<file path="config.mk">
export PLATFORM = sky130hd
export DESIGN_NAME = cla_subtractor_pipe
export DESIGN_NICKNAME = d
export VERILOG_FILES = /design/src/rtl/cla_subtractor_pipe.sv
export SDC_FILE = /design/constraint.sdc
export NUM_CORES = 1
export LEC_CHECK = 0
export BUFFER_PORTS_ARGS = -buffer_cell sky130_fd_sc_hd__clkbuf_2
export CAP_MARGIN = 5
export CORE_ASPECT_RATIO = 0.9
export CORE_MARGIN = 8
export CORE_UTILIZATION = 55
export CTS_CLUSTER_SIZE = 30
export DETAILED_ROUTE_END_ITERATION = 16
export GPL_TIMING_DRIVEN = 1
export PLACE_DENSITY = 0.76
export SLEW_MARGIN = 40
export SYNTH_ARGS = -nofsm -noshare
export SYNTH_HDL_FRONTEND = slang
export SYNTH_SLANG_ARGS = --single-unit
</file>
<file path="constraint.sdc">
create_clock -name clk -period 4.3 [get_ports clk]
set_clock_uncertainty 0.1 [all_clocks]
set_input_delay 0.86 -clock clk [delete_from_list [all_inputs] [get_ports clk]]
set_output_delay 0.86 -clock clk [all_outputs]
set_load 0.005 [all_outputs]
</file>
<file path="src/rtl/cla_subtractor_pipe.sv">
// Pipelined D = A - B - Bin (computed as A + ~B + ~Bin), one CHUNK-bit lookahead slice per stage.
// Optional signed-overflow output V is enabled by defining CLA_SUB_OVERFLOW_EN.

module cla_sub_slice #(
    parameter int CHUNK = 8
) (
    input  logic [CHUNK-1:0] a,
    input  logic [CHUNK-1:0] b,
    input  logic             ci,
    output logic [CHUNK-1:0] s,
    output logic             co
);
    logic [CHUNK-1:0] p, g;
    logic [CHUNK:0]   c;

    assign p = a ^ ~b;
    assign g = a & ~b;

    always_comb begin
        c[0] = ci;
        for (int i = 0; i < CHUNK; i++) c[i+1] = g[i] | (p[i] & c[i]);
    end

    assign s  = p ^ c[CHUNK-1:0];
    assign co = c[CHUNK];
endmodule

module cla_subtractor_pipe #(
    parameter int N     = 32,
    parameter int CHUNK = 8
) (
    input  logic         clk,
    input  logic         rst_n,
    input  logic         in_valid,
    output logic         in_ready,
    input  logic [N-1:0] A,
    input  logic [N-1:0] B,
    input  logic         Bin,
    output logic         out_valid,
    input  logic         out_ready,
    output logic [N-1:0] D,
`ifdef CLA_SUB_OVERFLOW_EN
    output logic         V,
`endif
    output logic         Bout
);
    // N must be a multiple of CHUNK; register k holds the state after slice k has resolved.
    localparam int STAGES = N / CHUNK;

    logic                          adv;
    logic [STAGES-1:0]             vld_pipe;
    logic [N-1:0]                  a_r [STAGES];
    logic [N-1:0]                  b_r [STAGES];
    logic [N-1:0]                  d_r [STAGES];
    logic                          c_r [STAGES];
    logic                          bout_q;

    logic [STAGES-1:0][N-1:0]      si_a, si_b, si_d, nxt_d;
    logic [STAGES-1:0]             si_c, si_v, sl_co;
    logic [STAGES-1:0][CHUNK-1:0]  sl_s;

    assign adv       = ~vld_pipe[STAGES-1] | out_ready;
    assign in_ready  = adv;
    assign out_valid = vld_pipe[STAGES-1];
    assign D         = d_r[STAGES-1];
    assign Bout      = bout_q;

    // Slice inputs: stage 0 works straight off the operands, later stages off the previous register.
    always_comb begin
        si_a[0] = A;
        si_b[0] = B;
        si_d[0] = '0;
        si_c[0] = ~Bin;
        si_v[0] = in_valid;
        for (int k = 1; k < STAGES; k++) begin
            si_a[k] = a_r[k-1];
            si_b[k] = b_r[k-1];
            si_d[k] = d_r[k-1];
            si_c[k] = c_r[k-1];
            si_v[k] = vld_pipe[k-1];
        end
    end

    always_comb begin
        nxt_d = si_d;
        for (int k = 0; k < STAGES; k++) nxt_d[k][k*CHUNK +: CHUNK] = sl_s[k];
    end

    for (genvar k = 0; k < STAGES; k++) begin : g_slice
        cla_sub_slice #(.CHUNK(CHUNK)) u_slice (
            .a  (si_a[k][k*CHUNK +: CHUNK]),
            .b  (si_b[k][k*CHUNK +: CHUNK]),
            .ci (si_c[k]),
            .s  (sl_s[k]),
            .co (sl_co[k])
        );
    end

`ifdef CLA_SUB_OVERFLOW_EN
    logic v_q;
    assign V = v_q;

    always_ff @(posedge clk or negedge rst_n) begin
        if (!rst_n) v_q <= 1'b0;
        else if (adv)
            v_q <= (si_a[STAGES-1][N-1] ^ si_b[STAGES-1][N-1]) &
                   (si_a[STAGES-1][N-1] ^ nxt_d[STAGES-1][N-1]);
    end
`endif

    // One shared enable: the whole pipe either shifts or holds, bubbles included.
    always_ff @(posedge clk or negedge rst_n) begin
        if (!rst_n) begin
            vld_pipe <= '0;
            bout_q   <= 1'b0;
            for (int k = 0; k < STAGES; k++) begin
                a_r[k] <= '0;
                b_r[k] <= '0;
                d_r[k] <= '0;
                c_r[k] <= 1'b0;
            end
        end else if (adv) begin
            vld_pipe <= si_v;
            bout_q   <= ~sl_co[STAGES-1];
            for (int k = 0; k < STAGES; k++) begin
                a_r[k] <= si_a[k];
                b_r[k] <= si_b[k];
                d_r[k] <= nxt_d[k];
                c_r[k] <= sl_co[k];
            end
        end
    end
endmodule

</file>
==> results of run 1 <==
cell type report:
type	count	area, um^2	share of cell area, %
Timing Repair Buffer	109	607	6.39
Tap cell	202	253	2.66
Clock buffer	21	460	4.85
Inverter	38	143	1.50
Sequential cell	184	4600	48.5
Multi-Input combinational cell	243	3220	33.9
Clock inverter	10	215	2.26
final timing paths:
kind                                to  slack [ns]  cells past startpoint
max reg2reg                       Bout        0.31                     11
min                            d_r[37]        0.33                      1
min reg2reg                vld_pipe[3]        0.37                      1
min in group clk           vld_pipe[3]        0.37                      1
max in group asynchronous     b_r[116]        2.92                      2
max                           d_r[103]        0.27                     12
where the power goes:
group / switching, mW / leakage, nW / internal (mW) / total [mW]
registers: 0.471 / 2.12 / 2.49 / 2.96
logic: 0.913 / 2.18 / 1.49 / 2.40
clock network: 0.642 / 0.322 / 1.12 / 1.77
total: 2.03 / 4.62 / 5.10 / 7.13
flip-flops by register name (all words and copies together), names as in the netlist:
register	count
b_r	48
vld_pipe	4
d_r	48
D	32
c_r	3
a_r	48
Bout	1
per-stage QoR:
stage               setup TNS, ns  setup WS [ns]  cell area, um^2  hold WS (ns)  util [%]
global route                    0          0.155             9500         0.376      62.4
global placement           -0.143         -0.143             8830         0.344      58.0
CTS                             0          0.251             9500         0.358      62.4
floorplan                       0        0.00949             8450         0.330         -
detailed placement         -0.231         -0.231             8830         0.355      58.0
finish                          0          0.273             9500         0.330      62.4
cell usage in the layout, fill, tap and decap left out, drive strengths merged:
| cell | Yosys | routed |
|---|---|---|
| clkinvlp | 0 | 2 |
| clkbuf | 4 | 124 |
| nand2b | 2 | 2 |
| mux2 | 157 | 157 |
| buf | 54 | 6 |
| bufinv | 0 | 6 |
| a21oi | 26 | 26 |
| dfrtp | 184 | 184 |
| nor3b | 26 | 26 |
| inv | 38 | 40 |
| fa | 32 | 32 |
metal layers:
metal  share of wire (%)  global-route usage (%)  vias to the layer above  wire (um)
li1                    -                       -                     1863          -
met1                  45                    19.3                     2060       6250
met2                  49                    23.9                       83       6880
met3                 4.3                    4.41                       20        604
met4                 1.8                    6.35                        0        257
met5                   0                       0                        -          0
cells by family after synthesis:
family                     synth area share, %
AOI/OAI and AO/OA                         1.54
DFF                                       54.6
adders and majority gates                 7.59
muxes                                     26.3
and+or+nand+nor                           2.55
buffers and inverters                     7.43
cells in the mapped netlist:
master and n:
dfrtp_1 184, mux2_4 120, mux2_2 37, buf_4 32, a21oi_1 26, nand2b_1 1
nand2b_4 1, nor3b_1 26, buf_2 3, clkbuf_1 4, buf_6 19, inv_1 38
fa_1 32
==> key figures, run 1 <==
Cells and area
  • Antenna Cells: 0
  • NumNets Final: 694
  • # fillers: 1,111
  • Share of cells above drive strength 1: 49.9%
  • Final std cells w/o fill: 807
  • Area Growth Syn to Fin: 12.6%

Floorplan
  • Core area: 15,200 um^2
  • Io pins: 104
  • Initial core utilization: 55.4%
  • Die width: 147 um
  • Die span in y: 133 um
  • Die area: 19,600 um^2
  • # rows: 43

Worst setup path
  • FF-to-FF Start: b_r[56]
  • CP Cell Sequence: clkbuf_2 -> inv_1 -> fa_2 -> fa_2 -> fa_2 -> fa_2 -> fa_2 -> fa_2 -> fa_1 -> inv_1 -> fa_1 -> mux2_4
  • Worst path arrival time: 4.24 ns
  • Critical path's top delay family: adder cells
  • Worst Setup Start Kind: input pin
  • CP bufs+invs: 3
  • Worst path required time: 4.51 ns
  • Crit path kind: input pin to flip-flop
  • Largest stage delay, worst path: 0.40 ns
  • CP dominant cell by count: fa_2
  • Crit. End Element: flip-flop
  • Critical path origin: A[0]
  • Crit Path Max Fanout: 1
  • Slowest stage cell, crit path: fa_2

GRT
  • Total grt overflow: 0
  • Global-route wire length before repair: 23.5 mm
  • Initial antenna violation count: 0
  • Largest net degree at the start of global routing: 100
  • Total global-route track usage: 15.1%
  • Vias in the first global route: 4,525

Run
  • Max Cap Viol: 0

Outcome
  • Status: finished clean

Drt
  • Vias: 4,026
  • Wirelength per Cell: 17.3 um
  • Post-DR vias/cell: 4.99
  • Total detailed-routing wirelength: 14.0 mm
  • Number of remaining DRC errors: 0
  • Initial detailed-routing violation count: 233
  • Routed Antenna Nets: 0
  • Initial DRT Pass Iterations: 4

Clocking
  • CTS buffer count: 17
  • Clk root buf: clkbuf_16
  • Post-CTS Resized: 0
  • Post-CTS setup buffer count: 0
  • H-Tree Depth: 4
  • CTS max path bufs: 2
  • TritonCTS Sinks: 184
  • Clk_lat worst skew: 0.42 ns
  • Reg clk slew, reported paths: 0.07 ns
  • Cts hold-fix bufs: 0
  • CTS tree: yes

Yosys
  • Synth top area share: 54.6%
  • Synth Instances: 523
  • Mapped Area: 8440 um^2
  • Sequential area share after synthesis: 54.6%
  • Synth Register Bits: 184
  • Post-synth cell types: 13
  • Syn nets: 624
  • Synthesized area per cell: 16.1 um^2
  • Synth area leader: dfrtp_1
  • Yosys warning total: 0
  • Largest cells by area after synthesis: dfrtp_1, mux2_4, fa_1, mux2_2, buf_4

Placed design
  • GP Congestion: 0.732
  • Post-DP HPWL: 9.44 mm
  • Placed Cells: 776
  • Port bufs: 103

STA
  • Fmax: 248 MHz
  • Worst slew pin tran: 0.691 ns
  • Final min period: 4.03 ns
  • Final hold vios: 0
  • RSZ-0062 raised after global routing: false
  • Max-slew headroom: 53.9%
  • Final setup viols: 0
  • Slew Limit Fails: 0
  • Period Utilization, post-route: 93.7%

Hold path
  • Worst Hold Class: input pin to async pin

Power and ir drop
  • Tot Pwr: 7.13 mW
  • P_leak: 4.62 nW
  • Pwr dens: 750 nW/um^2
  • Worst vdd ir: 0.000435 V
Note: power is estimated with default switching activity, not from simulation.
==> run 2, diff against run 1 <==
Clock period 4.3 ns to 4.5 ns, I/O delays scaled along.
==> run 2 against run 1 <==
  * Final cell count is 0.12% higher
  * Sequential cell count did not move
  * Die area is the same
  * Clock power is 16% lower
  * Combinational power decreased by 6%
  * Register-to-register slack improved by 0.23 ns
  * First-iteration DRC count shrank 45%
  * Cell area down 0.96%
  * Sequential power is 4% lower
  * Sequential share of layout area is 0.47 points higher
  * Worst hold slack gained 0.030 ns
==> key figures, run 2 (same netlist as run 1, synthesis figures left out) <==
Worst setup path
  • Crit Path Max Fanout: 1 (unchanged)
  • FF-to-FF Start: b_r[80] (was b_r[56])
  • R2R cell count: 12 (was 11)
  • Critical path origin: A[0] (unchanged)
  • CP Cell Sequence: clkbuf_2 -> inv_1 -> fa_1 -> fa_1 -> fa_1 -> fa_1 -> fa_2 -> fa_2 -> fa_1 -> inv_1 -> fa_1 -> mux2_4 (was clkbuf_2 -> inv_1 -> fa_2 -> fa_2 -> fa_2 -> fa_2 -> fa_2 -> fa_2 -> fa_1 -> inv_1 -> fa_1 -> mux2_4)
  • Crit path kind: input pin to flip-flop (unchanged)
  • FF-to-FF End: d_r[55] (was Bout)
  • Largest stage delay, worst path: 0.43 ns (was 0.40 ns)
  • Worst path required time: 4.70 ns (was 4.51 ns)
  • CP dominant cell by count: fa_1 (was fa_2)
  • Worst path arrival time: 4.47 ns (was 4.24 ns)
  • Slowest stage cell, crit path: fa_1 (was fa_2)
  • Worst Setup Start Kind: input pin (unchanged)
  • Worst setup path end: d_r[103] (unchanged)
  • Crit. End Element: flip-flop (unchanged)
  • R2R setup slack: 0.54 ns (was 0.31 ns)

Drt
  • Initial detailed-routing violation count: 127 (was 233)
  • Post-DR vias/cell: 5.03 (was 4.99)
  • Total detailed-routing wirelength: 13.7 mm (was 14.0 mm)
  • Routed Antenna Nets: 0 (unchanged)
  • Wirelength per Cell: 16.9 um (was 17.3 um)
  • Number of remaining DRC errors: 0 (unchanged)
  • Vias: 4,064 (was 4,026)
  • Initial DRT Pass Iterations: 4 (unchanged)

Cells and area
  • Leading cell type in the layout, fill and taps excluded: dfrtp_1 (unchanged)
  • Share of cells above drive strength 1: 49.5% (was 49.9%)
  • Multi-input logic area: 3210 um^2 (was 3220 um^2)
  • NumNets Final: 694 (unchanged)
  • Storage cell area: 4600 um^2 (unchanged)
  • Antenna Cells: 0 (unchanged)
  • Biggest regs: a_r (48), b_r (48), d_r (48) (unchanged)
  • Commonest cells after routing, fill and taps aside: dfrtp_1, mux2_4, clkbuf_2, inv_1, mux2_2 (unchanged)
  • Design area: 9410 um^2 (was 9500 um^2)
  • # fillers: 1,115 (was 1,111)
  • Area Growth Syn to Fin: 11.6% (was 12.6%)

Clocking
  • CTS buffer count: 17 (unchanged)
  • Clk root buf: clkbuf_16 (unchanged)
  • H-Tree Depth: 4 (unchanged)
  • CTS tree: yes (unchanged)
  • CTS max path bufs: 2 (unchanged)
  • Post-CTS Resized: 0 (unchanged)
  • TritonCTS Sinks: 184 (unchanged)
  • Reg clk slew, reported paths: 0.07 ns (about the same)
  • Cts hold-fix bufs: 0 (unchanged)
  • Post-CTS setup buffer count: 0 (unchanged)
  • Clk_lat worst skew: 0.42 ns (about the same)

GRT
  • M2 GR Usage: 24.3% (was 23.9%)
  • Total global-route track usage: 15.1% (about the same)
  • GRT met1 Usage: 19.2% (was 19.3%)
  • Most used routing layer: met2 (unchanged)
  • Vias in the first global route: 4,684 (was 4,525)
  • Global-route wire length before repair: 23.8 mm (was 23.5 mm)
  • Total grt overflow: 0 (unchanged)
  • Met3 usage in global routing: 4.34% (was 4.41%)
  • Initial antenna violation count: 0 (unchanged)
  • Largest net degree at the start of global routing: 124 (was 100)

Floorplan
  • Die span in y: 133 um (unchanged)
  • Die width: 147 um (unchanged)
  • Initial core utilization: 55.4% (unchanged)
  • # rows: 43 (unchanged)
  • Die area: 19,600 um^2 (unchanged)
  • Core area: 15,200 um^2 (unchanged)
  • Io pins: 104 (unchanged)

STA
  • Period Utilization, post-route: 94.8%
  • Slew Limit Fails: 0 (unchanged)
  • Fmax: 234 MHz
  • Final setup viols: 0 (unchanged)
  • Final min period: 4.27 ns
  • Max-slew headroom: 54.8% (was 53.9%)
  • Worst setup margin: 0.232 ns (was 0.273 ns)
  • RSZ-0062 raised after global routing: false (unchanged)
  • Worst slew pin tran: 0.678 ns (was 0.691 ns)
  • Final hold vios: 0 (unchanged)

Hold path
  • Worst Hold Class: input pin to async pin (unchanged)

Placed design
  • Post-DP HPWL: 9.28 mm (was 9.44 mm)
  • Pre-CTS WS: -0.260 ns (was -0.231 ns)
  • GP Congestion: 0.742 (was 0.732)
  • Port bufs: 103 (unchanged)
  • Placed instance area: 8810 um^2 (was 8830 um^2)

Run
  • Max Cap Viol: 0 (unchanged)

Power and ir drop
  • Worst vdd ir: 0.000361 V (was 0.000435 V)
  • P_leak: 4.58 nW (was 4.62 nW)
  • Pwr dens: 699 nW/um^2 (was 750 nW/um^2)

Outcome
  • Status: finished clean (unchanged)
[run 2: cell types whose count changed in the layout (fill, tap and decap cells not counted), sizes merged]
cell      delta
bufinv       -4
clkbuf       -1
clkinv       +3
clkinvlp     +2
inv          +1
[run 2: area by class of cell]
| class | count | area share [%] |
|---|---|---|
| inverters | 38 | 1.52 |
| clock buffers | 20 | 4.85 |
| multi-input cells | 243 | 34.1 |
| repair buffers | 109 | 6.44 |
| flip-flops and latches | 184 | 48.9 |
| clock inverters | 12 | 1.48 |
| well taps | 202 | 2.69 |
[run 2: layer usage]
metal / vias to the layer above / wire [um]
met5: - / 0
met1: 2121 / 6290
met2: 74 / 6730
met3: 10 / 533
met4: 0 / 121
li1: 1859 / -
[run 2: critical path, delay by kind of cell]
| family | cells | cell delay [ns] |
|---|---|---|
| mux | 1 | 0.27 |
| buf+inv | 3 | 0.20 |
| fa+ha+maj | 8 | 3.09 |
[run 2: worst min path at each step]
stage	to	from	depth (start not counted)	slack [ns]
final	d_r[36]	rst_n	1	0.36
after CTS	vld_pipe[3]	vld_pipe[2]	1	0.36
after global routing	vld_pipe[3]	vld_pipe[2]	1	0.38
after detailed placement	vld_pipe[3]	vld_pipe[2]	1	0.35
after global placement	vld_pipe[3]	vld_pipe[2]	1	0.34
after floorplan	vld_pipe[3]	vld_pipe[2]	1	0.33
[run 2: per-stage QoR]
step | setup TNS (ns) | util [%] | std cells | hold WS [ns] | power [mW]
6_report | 0 | 61.8 | 808 | 0.360 | 6.58
2_1_floorplan | 0 | - | 523 | 0.330 | 4.75
4_1_cts | 0 | 61.8 | 808 | 0.365 | 6.67
3_3_place_gp | -0.154 | 57.8 | 776 | 0.341 | 5.01
3_5_place_dp | -0.260 | 57.9 | 776 | 0.349 | 5.15
5_1_grt | 0 | 61.8 | 808 | 0.381 | 7.04
[run 2: report_power, final]
group,internal (mW),switching (mW)
Sequential,2.38,0.459
Clock,0.854,0.637
Combinational,1.41,0.839
Total,4.64,1.94
==> run 3, diff against run 2 <==
==> constraint.sdc (replaced) <==
create_clock -name clk -period 4.5 [get_ports clk]
set_clock_uncertainty 0.1 [all_clocks]
set_input_delay 0.675 -clock clk [delete_from_list [all_inputs] [get_ports clk]]
set_output_delay 0.675 -clock clk [all_outputs]
set_load 0.005 [all_outputs]
==> run 3 against run 2 <==
  * Worst hold slack got worse by 0.27 ns
  * Via count fell by 0.59%
  * Setup slack improved by 0.16 ns
  * Critical path depth unchanged
  * Cell area shrank 0.12%
  * Sequential cell count unchanged
  * Combinational power about the same
  * Count of clock-buffer cells in the layout is 3 lower
  * Wire length down 1.1%
  * Register-to-register slack about the same
  * Final cell count decreased by 0.25%
  * Critical endpoint unchanged
  * Highest routed layer unchanged
==> key figures, run 3 (same netlist as run 1, synthesis figures left out) <==
Clocking
  • CTS max path bufs: 2 (unchanged)
  • H-Tree Depth: 4 (unchanged)
  • Cts hold-fix bufs: 0 (unchanged)
  • TritonCTS Sinks: 184 (unchanged)
  • CTS tree: yes (unchanged)
  • Reg clk slew, reported paths: 0.06 ns (was 0.07 ns)
  • Post-CTS setup buffer count: 0 (unchanged)
  • Clk_lat worst skew: 0.42 ns (about the same)
  • CTS buffer count: 17 (unchanged)
  • Clk root buf: clkbuf_16 (unchanged)
  • Post-CTS Resized: 0 (unchanged)

Floorplan
  • Initial core utilization: 55.4% (unchanged)
  • Die span in y: 133 um (unchanged)
  • Die area: 19,600 um^2 (unchanged)
  • Io pins: 104 (unchanged)
  • # rows: 43 (unchanged)
  • Core area: 15,200 um^2 (unchanged)
  • Die width: 147 um (unchanged)

Drt
  • Post-DR vias/cell: 5.01 (was 5.03)
  • Number of remaining DRC errors: 0 (unchanged)
  • Initial DRT Pass Iterations: 4 (unchanged)
  • Routed Antenna Nets: 0 (unchanged)
  • Wirelength per Cell: 16.8 um (was 16.9 um)
  • Total detailed-routing wirelength: 13.5 mm (was 13.7 mm)
  • Initial detailed-routing violation count: 214 (was 127)
  • Vias: 4,040 (was 4,064)

STA
  • Period Utilization, post-route: 91.3% (was 94.8%)
  • Setup TNS: 0 ns (unchanged)
  • Slew Limit Fails: 0 (unchanged)
  • RSZ-0062 raised after global routing: false (unchanged)
  • Worst slew pin tran: 0.648 ns (was 0.678 ns)
  • Max-slew headroom: 56.8% (was 54.8%)
  • Final min period: 4.11 ns (was 4.27 ns)
  • Fmax: 244 MHz (was 234 MHz)
  • Final setup viols: 0 (unchanged)
  • Final Hold Slack: 0.0913 ns (was 0.360 ns)
  • Final hold vios: 0 (unchanged)

Power and ir drop
  • Tot Pwr: 6.61 mW (was 6.58 mW)
  • Worst vdd ir: 0.000316 V (was 0.000361 V)
  • P_leak: 4.59 nW (was 4.58 nW)
  • Pwr dens: 703 nW/um^2 (was 699 nW/um^2)

Worst setup path
  • Worst Setup Start Kind: input pin (unchanged)
  • Worst path required time: 4.70 ns (about the same)
  • Critical path's top delay family: adder cells (unchanged)
  • Stages on worst setup path: 12 (unchanged)
  • Worst path arrival time: 4.31 ns (was 4.47 ns)
  • Largest stage delay, worst path: 0.43 ns (about the same)
  • R2R cell count: 12 (unchanged)
  • Slowest stage cell, crit path: fa_1 (unchanged)
  • CP Cell Sequence: clkbuf_2 -> inv_1 -> fa_1 -> fa_1 -> fa_1 -> fa_1 -> fa_1 -> fa_1 -> fa_1 -> inv_1 -> fa_1 -> mux2_4 (was clkbuf_2 -> inv_1 -> fa_1 -> fa_1 -> fa_1 -> fa_1 -> fa_2 -> fa_2 -> fa_1 -> inv_1 -> fa_1 -> mux2_4)
  • Crit Path Max Fanout: 1 (unchanged)
  • CP dominant cell by count: fa_1 (unchanged)
  • CP bufs+invs: 3 (unchanged)
  • Crit. End Element: flip-flop (unchanged)
  • Crit path kind: input pin to flip-flop (unchanged)

GRT
  • Vias in the first global route: 4,521 (was 4,684)
  • Global-route wire length before repair: 23.3 mm (was 23.8 mm)
  • Total global-route track usage: 14.8% (was 15.1%)
  • Initial antenna violation count: 0 (unchanged)
  • Total grt overflow: 0 (unchanged)
  • Largest net degree at the start of global routing: 118 (was 124)

Placed design
  • Port bufs: 103 (unchanged)
  • Post-DP HPWL: 9.09 mm (was 9.28 mm)
  • Placed Cells: 775 (was 776)
  • GP Congestion: 0.729 (was 0.742)

Cells and area
  • Biggest regs: a_r (48), b_r (48), d_r (48) (unchanged)
  • Final std cells w/o fill: 806 (was 808)
  • Area Growth Syn to Fin: 11.4% (was 11.6%)
  • NumNets Final: 693 (was 694)
  • Leading cell type in the layout, fill and taps excluded: dfrtp_1 (unchanged)
  • Commonest cells after routing, fill and taps aside: dfrtp_1, mux2_4, clkbuf_2, inv_1, mux2_2 (unchanged)
  • Antenna Cells: 0 (unchanged)
  • Share of cells above drive strength 1: 49.2% (was 49.5%)

Run
  • Max Cap Viol: 0 (unchanged)

Outcome
  • Status: finished clean (unchanged)

Hold path
  • Worst Hold Class: input pin to async pin (unchanged)
==> run 3: changes by cell type in the layout (fill, tap and decap cells not counted) <==
cell / previous run / this run
fa_2: 2 / 0
fa_1: 30 / 32
clkinv_4: 2 / 0
inv_6: 3 / 4
clkbuf_1: 1 / 0
bufinv_16: 2 / 3
clkinv_2: 1 / 4
clkinvlp_4: 4 / 2
inv_8: 0 / 1
clkbuf_8: 2 / 0
buf_4: 4 / 3
==> run 3: area by class of cell <==
class | count | area, um^2
Fill cell | 1109 | 5830
Sequential cell | 184 | 4600
Multi-Input combinational cell | 243 | 3200
Timing Repair Buffer | 108 | 598
Clock buffer | 17 | 425
Tap cell | 202 | 253
Clock inverter | 14 | 171
Inverter | 38 | 143
==> run 3: worst paths after layout <==
| check | endpoint | slack (ns) | from |
|---|---|---|---|
| min in group clk | a_r[115] | 0.38 | A[19] |
| setup / recovery | d_r[103] | 0.39 | A[0] |
| setup reg to reg | d_r[79] | 0.55 | b_r[104] |
| hold reg to reg | vld_pipe[3] | 0.38 | vld_pipe[2] |
| max in group asynchronous | a_r[108] | 3.24 | rst_n |
| hold / removal | D[5] | 0.09 | rst_n |
==> run 3: worst register-to-register path: stages, from the launching register on <==
cell,delay [ns]
dfrtp_1,0.38
inv_1,0.08
fa_1,0.18
inv_1,0.06
fa_1,0.38
fa_1,0.39
fa_1,0.39
fa_1,0.41
fa_1,0.39
fa_1,0.36
inv_1,0.07
fa_1,0.40
mux2_4,0.26
==> run 3: through the flow <==
| stage | area [um^2] | utilization, % | setup WS (ns) |
|---|---|---|---|
| floorplan | 8440 | - | 0.174 |
| global placement | 8790 | 57.7 | -0.0114 |
| detailed placement | 8800 | 57.8 | -0.0891 |
| CTS | 9400 | 61.7 | 0.394 |
| global route | 9400 | 61.7 | 0.292 |
| finish | 9400 | 61.7 | 0.393 |
==> run 3: metal layers <==
layer  vias up  GRT usage (%)  routed length (um)
met5         -              0                   0
met4         0           4.63                 134
met3        11           5.12                 645
met2        81           22.6                6400
met1      2088           19.5                6350
li1       1860              -                   -
==> run 3: power by group <==
| part | leakage [nW] | internal (mW) | switching, mW |
|---|---|---|---|
| clock | 0.292 | 0.878 | 0.638 |
| sequential | 2.12 | 2.38 | 0.441 |
| combinational | 2.18 | 1.41 | 0.861 |
| total | 4.59 | 4.67 | 1.94 |
